### config.mk
export PLATFORM = sky130hd
export DESIGN_NAME = pool_flatten_ctrl
export DESIGN_NICKNAME = d
export VERILOG_FILES = /design/src/rtl/pool_flatten_ctrl_pkg.sv /design/src/rtl/pool_flatten_ctrl_pos.sv /design/src/rtl/pool_flatten_ctrl.sv
export SDC_FILE = /design/constraint.sdc
export NUM_CORES = 2
export LEC_CHECK = 0
export BUFFER_PORTS_ARGS = -buffer_cell sky130_fd_sc_hd__buf_2
export CAP_MARGIN = 40
export CORE_AREA = 3 3 630 632
export DETAILED_ROUTE_END_ITERATION = 12
export DIE_AREA = 0 0 633 635
export GPL_TIMING_DRIVEN = 0
export SLEW_MARGIN = 20
export SYNTH_ARGS = -nofsm -noshare
export SYNTH_HDL_FRONTEND = slang
export SYNTH_SLANG_ARGS = --single-unit
### constraint.sdc
create_clock -name clk -period 126.5 [get_ports clk]
set_input_delay 25.3 -clock clk [delete_from_list [all_inputs] [get_ports clk]]
set_output_delay 25.3 -clock clk [all_outputs]
set_load 0.05 [all_outputs]
### src/rtl/pool_flatten_ctrl_pkg.sv
// Shared constants, state encodings and helpers for the ReLU -> 2x2 max-pool
// -> flatten sequencer.
//   CI_DEF / IMG_W_DEF / BW_DEF : default channel count, frame side, value width
//   POOL_K                      : pooling window side (stride equals window)
//   ST_*                        : legacy 2-bit state encodings
//   state_t                     : FSM state type built on those encodings
//   fc_index()                  : flattened element index, channel-major
package pool_flatten_ctrl_pkg;

  localparam int CI_DEF    = 3;
  localparam int IMG_W_DEF = 8;
  localparam int BW_DEF    = 32;
  localparam int POOL_K    = 2;

  localparam logic [1:0] ST_IDLE = 2'd0;
  localparam logic [1:0] ST_RUN  = 2'd1;
  localparam logic [1:0] ST_LAST = 2'd2;
  localparam logic [1:0] ST_OUT  = 2'd3;

  typedef enum logic [1:0] {
    S_IDLE = ST_IDLE,
    S_RUN  = ST_RUN,
    S_LAST = ST_LAST,
    S_OUT  = ST_OUT
  } state_t;

  function automatic int fc_index(input int ch, input int slot, input int p_size);
    return ch * p_size * p_size + slot;
  endfunction

endpackage

### src/rtl/pool_flatten_ctrl_pos.sv
// pool_pos_counter: raster position tracker for the pooling window.
//   clk, reset_n : clock, asynchronous active-high reset
//   clear        : return row/col to the frame origin
//   advance      : one pixel accepted this cycle
//   last_pix     : the pixel accepted this cycle is the last of the frame
//   cap_flag     : registered; previous accept completed a 2x2 window
//   cap_slot     : registered pooled slot index (pr*P_SIZE + pc) for cap_flag
module pool_pos_counter
  import pool_flatten_ctrl_pkg::*;
#(
  parameter  int IMG_W  = IMG_W_DEF,
  localparam int P_SIZE = IMG_W / POOL_K,
  localparam int CW     = $clog2(IMG_W),
  localparam int SW     = $clog2(P_SIZE * P_SIZE)
) (
  input  logic          clk,
  input  logic          reset_n,
  input  logic          clear,
  input  logic          advance,
  output logic          last_pix,
  output logic          cap_flag,
  output logic [SW-1:0] cap_slot
);

  logic [CW-1:0] row;
  logic [CW-1:0] col;
  logic          row_end;
  logic          col_end;
  logic          odd_odd;
  logic [SW-1:0] slot_now;

  always_comb begin
    row_end  = (row == CW'(IMG_W - 1));
    col_end  = (col == CW'(IMG_W - 1));
    // Bottom-right pixel of a 2x2 window sits at odd row and odd column.
    odd_odd  = row[0] & col[0];
    slot_now = SW'(row >> 1) * SW'(P_SIZE) + SW'(col >> 1);
    last_pix = advance & row_end & col_end;
  end

  always_ff @(posedge clk or posedge reset_n) begin
    if (reset_n) begin
      row      <= '0;
      col      <= '0;
      cap_flag <= 1'b0;
      cap_slot <= '0;
    end else begin
      cap_flag <= advance & odd_odd;
      if (advance & odd_odd) cap_slot <= slot_now;
      if (clear) begin
        row <= '0;
        col <= '0;
      end else if (advance) begin
        if (col_end) begin
          col <= '0;
          row <= row_end ? '0 : row + CW'(1);
        end else begin
          col <= col + CW'(1);
        end
      end
    end
  end

endmodule

### src/rtl/pool_flatten_ctrl.sv
// pool_flatten_ctrl: sequencer for ReLU -> 2x2 max-pool -> flatten.
//   clk, reset_n  : clock, asynchronous active-high reset
//   i_start       : frame start, honoured in IDLE only
//   i_relu_valid  : upstream pixel valid; o_relu_ready accepts it in RUN
//   o_lb_shift    : line-buffer shift, equals pixel accept
//   o_lb_clear    : line-buffer clear, same cycle as an honoured start
//   i_pool_vec    : per-channel 2x2 window max, sampled in capture cycles
//   o_fc_valid    : flattened vector offered; i_fc_ready completes handoff
//   o_fc_vec      : element ch*P_SIZE^2 + pr*P_SIZE + pc
//   o_busy        : not IDLE
//   o_frame_done  : one-cycle pulse the cycle after the vector handshake
module pool_flatten_ctrl
  import pool_flatten_ctrl_pkg::*;
#(
  parameter  int CI     = CI_DEF,
  parameter  int IMG_W  = IMG_W_DEF,
  parameter  int BW     = BW_DEF,
  localparam int P_SIZE = IMG_W / POOL_K,
  localparam int PP     = P_SIZE * P_SIZE,
  localparam int FC_VEC = CI * PP,
  localparam int SW     = $clog2(PP)
) (
  input  logic               clk,
  input  logic               reset_n,
  input  logic               i_start,
  input  logic               i_relu_valid,
  output logic               o_relu_ready,
  output logic               o_lb_shift,
  output logic               o_lb_clear,
  input  logic [CI*BW-1:0]   i_pool_vec,
  output logic               o_fc_valid,
  input  logic               i_fc_ready,
  output logic [FC_VEC*BW-1:0] o_fc_vec,
  output logic               o_busy,
  output logic               o_frame_done
);

  state_t        state;
  state_t        state_nxt;
  logic          accept;
  logic          last_pix;
  logic          cap_flag;
  logic [SW-1:0] cap_slot;
  logic [BW-1:0] fc_buf [FC_VEC];

  always_comb begin
    o_relu_ready = (state == S_RUN);
    accept       = o_relu_ready & i_relu_valid;
    o_lb_shift   = accept;
    o_lb_clear   = (state == S_IDLE) & i_start;
    o_fc_valid   = (state == S_OUT);
    o_busy       = (state != S_IDLE);
  end

  pool_pos_counter #(
    .IMG_W (IMG_W)
  ) u_pos (
    .clk      (clk),
    .reset_n  (reset_n),
    .clear    (o_lb_clear),
    .advance  (accept),
    .last_pix (last_pix),
    .cap_flag (cap_flag),
    .cap_slot (cap_slot)
  );

  always_comb begin
    state_nxt = state;
    case (state)
      S_IDLE: if (i_start)    state_nxt = S_RUN;
      S_RUN:  if (last_pix)   state_nxt = S_LAST;
      // LAST exists only to let the final window's capture land before OUT.
      S_LAST:                 state_nxt = S_OUT;
      S_OUT:  if (i_fc_ready) state_nxt = S_IDLE;
      default:                state_nxt = S_IDLE;
    endcase
  end

  always_ff @(posedge clk or posedge reset_n) begin
    if (reset_n) begin
      state        <= S_IDLE;
      o_frame_done <= 1'b0;
    end else begin
      state        <= state_nxt;
      o_frame_done <= (state == S_OUT) & i_fc_ready;
    end
  end

  // Slots are overwritten in place; the previous frame stays visible until
  // the next frame's captures reach each slot.
  always_ff @(posedge clk or posedge reset_n) begin
    if (reset_n) begin
      for (int unsigned i = 0; i < FC_VEC; i++) fc_buf[i] <= '0;
    end else if (cap_flag) begin
      for (int unsigned ch = 0; ch < CI; ch++)
        fc_buf[fc_index(int'(ch), int'(cap_slot), P_SIZE)] <= i_pool_vec[ch*BW +: BW];
    end
  end

  always_comb begin
    o_fc_vec = '0;
    for (int unsigned i = 0; i < FC_VEC; i++) o_fc_vec[i*BW +: BW] = fc_buf[i];
  end

endmodule

### After elaboration in Yosys (flattened, before gate mapping)

Index checks and enable logic that the tools add are counted.
Widths: inputs -> output; s select.

* input bits: 101
* output and inout bits: 1542
* word-level logic and storage cells: 112
* bits in registers: 1550

* eq/ne operators: 8
* multiplexer cells: 20
* bitwise operators: 10
* $add $sub $neg: 5
* reductions and logical operators: 9
* order comparisons: 6

Operators by type and width (number)
* $bwmux 1536: 3
* $demux 32 s6: 3
* $ge 32x7->1 const B: 3
* $lt 32x1->1 const B: 3
* $mux 32: 3
* $not 4->32: 1
* $not 6->32: 1
* $not 7->32: 1
* $mux 3: 7
* $pmux 2 s4: 1
* $add 6x4->7 const A: 1
* $and 1x1->1: 7
* $add 3x1->3 const B: 2
* $add 5x4->6 const A: 1
* $eq 3x3->1 const B: 2
* $mux 2: 3
* $reduce_bool 2->1: 3
* $add 4x2->4: 1
* $eq 2x2->1 const B: 2
* $ne 2x1->1 const B: 2
* $logic_and 1x1->1: 3
* $reduce_and 3->1: 1
* $eq 2x1->1 const B: 1
* $logic_not 2->1: 1
* 2 further kinds: 2

### Depth between registers and ports, before layout

* depth in word-level cells: 8
* depth in mapped cells: 6
* gate-level depth less buffers: 5

### Hierarchy

Synthesis repeated with hierarchy kept, for this count alone.

* cells, all modules: 3420
* area, all modules: 57757.9 um2

Modules (own cells, without submodules)
* pool_flatten_ctrl: cells an instance 3380, times used 1, sequential area each 38511.9 um2, area each 57239.9 um2
* pool_pos_counter: cells an instance 40, times used 1, sequential area each 275.3 um2, area each 518.0 um2

### Least setup slack after synthesis

Ideal clock, no wire load.

* path kind: input -> output
* from: input port i_start
* to: output port o_lb_clear
* required time: 101.200 ns
* buffers on the path: 0
* path slack: 75.041 ns
* stages: 2
* arrival time: 26.159 ns
* cell sequence: inv_1 -> nor2_1

* longest elaborated chain between the ends: 1

Ends and longest elaborated chain
* start, declared: RTL line pool_flatten_ctrl.sv:25 `input logic i_start,`
* $and 1x1->1: RTL line pool_flatten_ctrl.sv:50 `o_lb_clear = (state == S_IDLE) & i_start;`
* end, declared: RTL line pool_flatten_ctrl.sv:29 `output logic o_lb_clear,`

No other way between the ends.

### Worst setup path in the final report

* from: input port i_relu_valid
* to: output port o_lb_shift

* longest elaborated chain between the ends: 1

Ends and longest elaborated chain
* start, declared: RTL line pool_flatten_ctrl.sv:26 `input logic i_relu_valid,`
* $and 1x1->1: RTL line pool_flatten_ctrl.sv:48 `accept = o_relu_ready & i_relu_valid;`
* end, declared: RTL line pool_flatten_ctrl.sv:28 `output logic o_lb_shift,`

No other way between the ends.

==> summary.txt <==
Outcome
  • Status: finished clean

Placed design
  • IO buf count: 1642
  • Post-DP HPWL: 229 mm
  • Final weighted congestion in routability-driven placement: around 0.8
  • Area of placed instances: 74300 um2

GRT
  • Combined global-route utilization of all metal layers: 0.140
  • Residual overflow from global routing: 0
  • Number of antenna violations at the first check in global routing: 90
  • Maximum number of pins on one net before global-route repair: approximately 100
  • Global-route wire length before repair: 379 mm
  • Vias in the first global route: 38.9k

Detailed routing
  • Routed length per instance: about 27 um
  • Number of DRC violations after detailed routing: 0
  • Vias per inst: between 3 and 4
  • Via count: 38.8k
  • Wire length after detailed routing: 293 mm
  • Number of antenna-violating nets in the routed design: 0
  • 1st-pass router iterations: 5
  • Count of routing violations after the opening detailed-route iteration: 2143

Critical path
  • Critical path arrival: about 26000 ps
  • Cells traversed along the worst timing path: buf_2, nand2_1, inv_1, buf_2
  • Critical path capture point type: output port
  • Worst-path cell with the longest stage delay: sky130_fd_sc_hd__buf_2
  • Required time of the critical path: approximately 100000 ps
  • Largest fanout of any net on the critical path: 9
  • R2R Setup Slk: 123380 ps
  • Cell occurring most often along the worst timing path: sky130_fd_sc_hd__buf_2
  • Crit path largest cell delay: 400 ps
  • Type of the setup path with the least slack: in -> out
  • Kind of start point of the critical path: input port

Synthesis
  • Number of synthesized flops with an enable pin: 0
  • Mean area per synthesized cell: 16.9 um2
  • Async set-or-reset flop fraction in the synthesized netlist: 1.00
  • Synthesized-area fraction occupied by ao, oa, aoi and oai cells: 0.000433
  • Synthesized-area fraction occupied by adder cells: 0.00195
  • Mux share of post-synthesis cell area: 0.301
  • Number of distinct library cells after synthesis: 24
  • Biggest area consumer among synthesized cells: sky130_fd_sc_hd__dfrtp_1
  • Part of the Yosys area used for sequential elements: 0.671
  • Leading register cell type out of synthesis: sky130_fd_sc_hd__dfrtp_1
  • Gate count of the mapped netlist: 3419
  • Dominant combinational cell family by area after synthesis: multiplexers
  • Total number of yosys warnings: 0
  • Cell Area, Synth: ~58000 um2
  • Area share of xor/xnor cells in the synthesized design: 0
  • Yosys reg bits: 1550
  • Share of synthesized cell area in and, or, nand and nor gates: 0.00360
  • Most frequently used cell type in the post-synthesis netlist: sky130_fd_sc_hd__dfrtp_1
  • Net count after synthesis: around 3.5k
  • Leading cell types by total area after synthesis: sky130_fd_sc_hd__dfrtp_1, sky130_fd_sc_hd__mux2_2, sky130_fd_sc_hd__mux2_1
  • Leading cell types by count after synthesis: sky130_fd_sc_hd__dfrtp_1, sky130_fd_sc_hd__mux2_2, sky130_fd_sc_hd__buf_2
  • Top-area cell type share of the netlist area: 0.671

Floorplan
  • Die area: around 400000 um2
  • Starting density of the core: 0.147
  • CORE AREA: 392000 um2
  • Number of ports placed on the die boundary: around 1.6k
  • Count of standard-cell rows: 230
  • Height of the die: 635 um
  • Die Span X: 633 um

Finish
  • Total Nets Final: 5451
  • Multi-input combinational cell area: 17800 um2
  • Utilization after layout: 0.206
  • Layout filler cell count: 42.3k
  • Area Growth Syn to Fin: 39.5%
  • Final Cell Area: 80600 um2
  • Proportion of layout cells with a drive suffix above 1: 0.672
  • Sequential Area: 38800 um2

Clock tree
  • CTS max path bufs: 4
  • Total clock buffers created by CTS: 184
  • Cell chosen for the clock root: sky130_fd_sc_hd__clkbuf_16
  • Clock latency on the worst-skew pair: 900 ps
  • Post-CTS setup buffer count: 0
  • Clock tree from TritonCTS: built
  • Clk slew on worst S/H paths: 60 ps
  • Number of sinks handled by clock tree synthesis: 1550
  • Post-cts hold buffer count: 0
  • Deepest level of the CTS H-tree: 4
  • Post-CTS Resized: 0

STA
  • Setup repair after global routing missed its margin: no
  • Max Clock Freq: just under 20 MHz
  • Final worst clock skew: 84.2 ps
  • Setup_tns: 0 ps
  • Portion of the clock cycle consumed by the worst path in the final layout: 0.407
  • Worst slew pin tran: 889 ps
  • Number of max-slew violations in the final report: 0
  • Hold Vio Cnt, Final: 0
  • Min Clock Period, post-route: 51470 ps
  • Setup violation total in the final timing report: 0
  • Worst-case headroom to the max-slew limit: 0.407

Power
  • Maximum ir drop on the vdd rail: 0.0192 mV
  • PD cells: 19.0 nW/um2
  • Standby leakage power: 41.0 nW

Run
  • Total of max-cap violations: 0

Min path
  • Hold Path Class: reg -> reg
power breakdown:
group	switching [W]	internal [W]	leakage, nW
clock network	0.000229	0.000318	3.01
logic	0.000311	0.0000882	17.7
registers	0.0000289	0.000555	20.3
total	0.000569	0.000962	41.0
critical path, delay by kind of cell:
family                 cells  cell delay (ps)
buffers and inverters      3              710
AND/OR/NAND/NOR            1              130
kinds of logic after synthesis:
kind of cell | after synthesis
flops | 1550
simple gates | 41
fa+ha+maj | 9
mux | 1545
buf+inv | 270
compound gates | 4
layer usage:
layer  track usage  share of wire  vias to the layer above
li1              -              -                    16000
met1         0.166           0.39                    20800
met2         0.243           0.50                     1734
met3        0.0394          0.080                      354
met4        0.0446          0.032                        2
met5             0       0.000027                        -
cell type report:
cell class                 instances  share of cell area
sequential                      1550               0.481
multi-input combinational       1599               0.221
timing repair buffer            1736               0.123
tap                             5220              0.0810
clock buffer                     253              0.0644
buffer                           262              0.0157
clock inverter                    75              0.0116
antenna                           68             0.00211
inverter                           8            0.000466
final timing paths:
check / startpoint / end / depth (start not counted)
worst min register to register: o_fc_vec[406] / o_fc_vec[406] / 1
worst max-delay path: i_relu_valid / o_lb_shift / 4
worst min-delay path: o_fc_vec[406] / o_fc_vec[406] / 1
min in group asynchronous: reset_n / o_fc_vec[894] / 2
worst max register to register: u_pos.cap_slot[2] / o_fc_vec[1379] / 6
max in group asynchronous: reset_n / o_fc_vec[1173] / 10
state kept, by name, summed over array words and instances (netlist names):
name	cells
o_fc_vec	1536
o_frame_done	1
state	2
u_pos.cap_flag	1
u_pos.cap_slot	4
u_pos.col	3
u_pos.row	3
metrics by stage:
stage	setup WS, ps	cells	hold WS (ps)	power (W)
finish	75030	10800	482	0.00153
global route	74910	10700	495	0.00158
CTS	74950	10700	488	0.00155
detailed placement	74950	10400	475	0.000996
global placement	36620	10300	469	0.000992
floorplan	57470	3419	507	0.000867
cell usage in the layout (no fill, tap or decap), types with 5 or more instances in the layout:
master,Yosys,routed
sky130_fd_sc_hd__buf_12,0,15
sky130_fd_sc_hd__buf_16,0,26
sky130_fd_sc_hd__buf_2,140,1785
sky130_fd_sc_hd__buf_4,12,12
sky130_fd_sc_hd__buf_6,2,37
sky130_fd_sc_hd__buf_8,0,18
sky130_fd_sc_hd__bufinv_16,0,14
sky130_fd_sc_hd__clkbuf_1,102,106
sky130_fd_sc_hd__clkbuf_16,0,185
sky130_fd_sc_hd__clkbuf_2,0,33
sky130_fd_sc_hd__clkbuf_8,0,31
sky130_fd_sc_hd__clkinv_2,0,29
sky130_fd_sc_hd__clkinvlp_4,0,7
sky130_fd_sc_hd__dfrtp_1,1550,1550
sky130_fd_sc_hd__diode_2,0,68
sky130_fd_sc_hd__ha_1,9,9
sky130_fd_sc_hd__inv_1,8,7
sky130_fd_sc_hd__inv_6,0,11
sky130_fd_sc_hd__inv_8,0,8
sky130_fd_sc_hd__mux2_1,85,85
sky130_fd_sc_hd__mux2_2,1456,1456
sky130_fd_sc_hd__nand2_1,6,5
sky130_fd_sc_hd__nand2b_1,5,5
sky130_fd_sc_hd__nor2_1,16,6
sky130_fd_sc_hd__nor2_4,0,7
(Power assumes the default switching activity.)
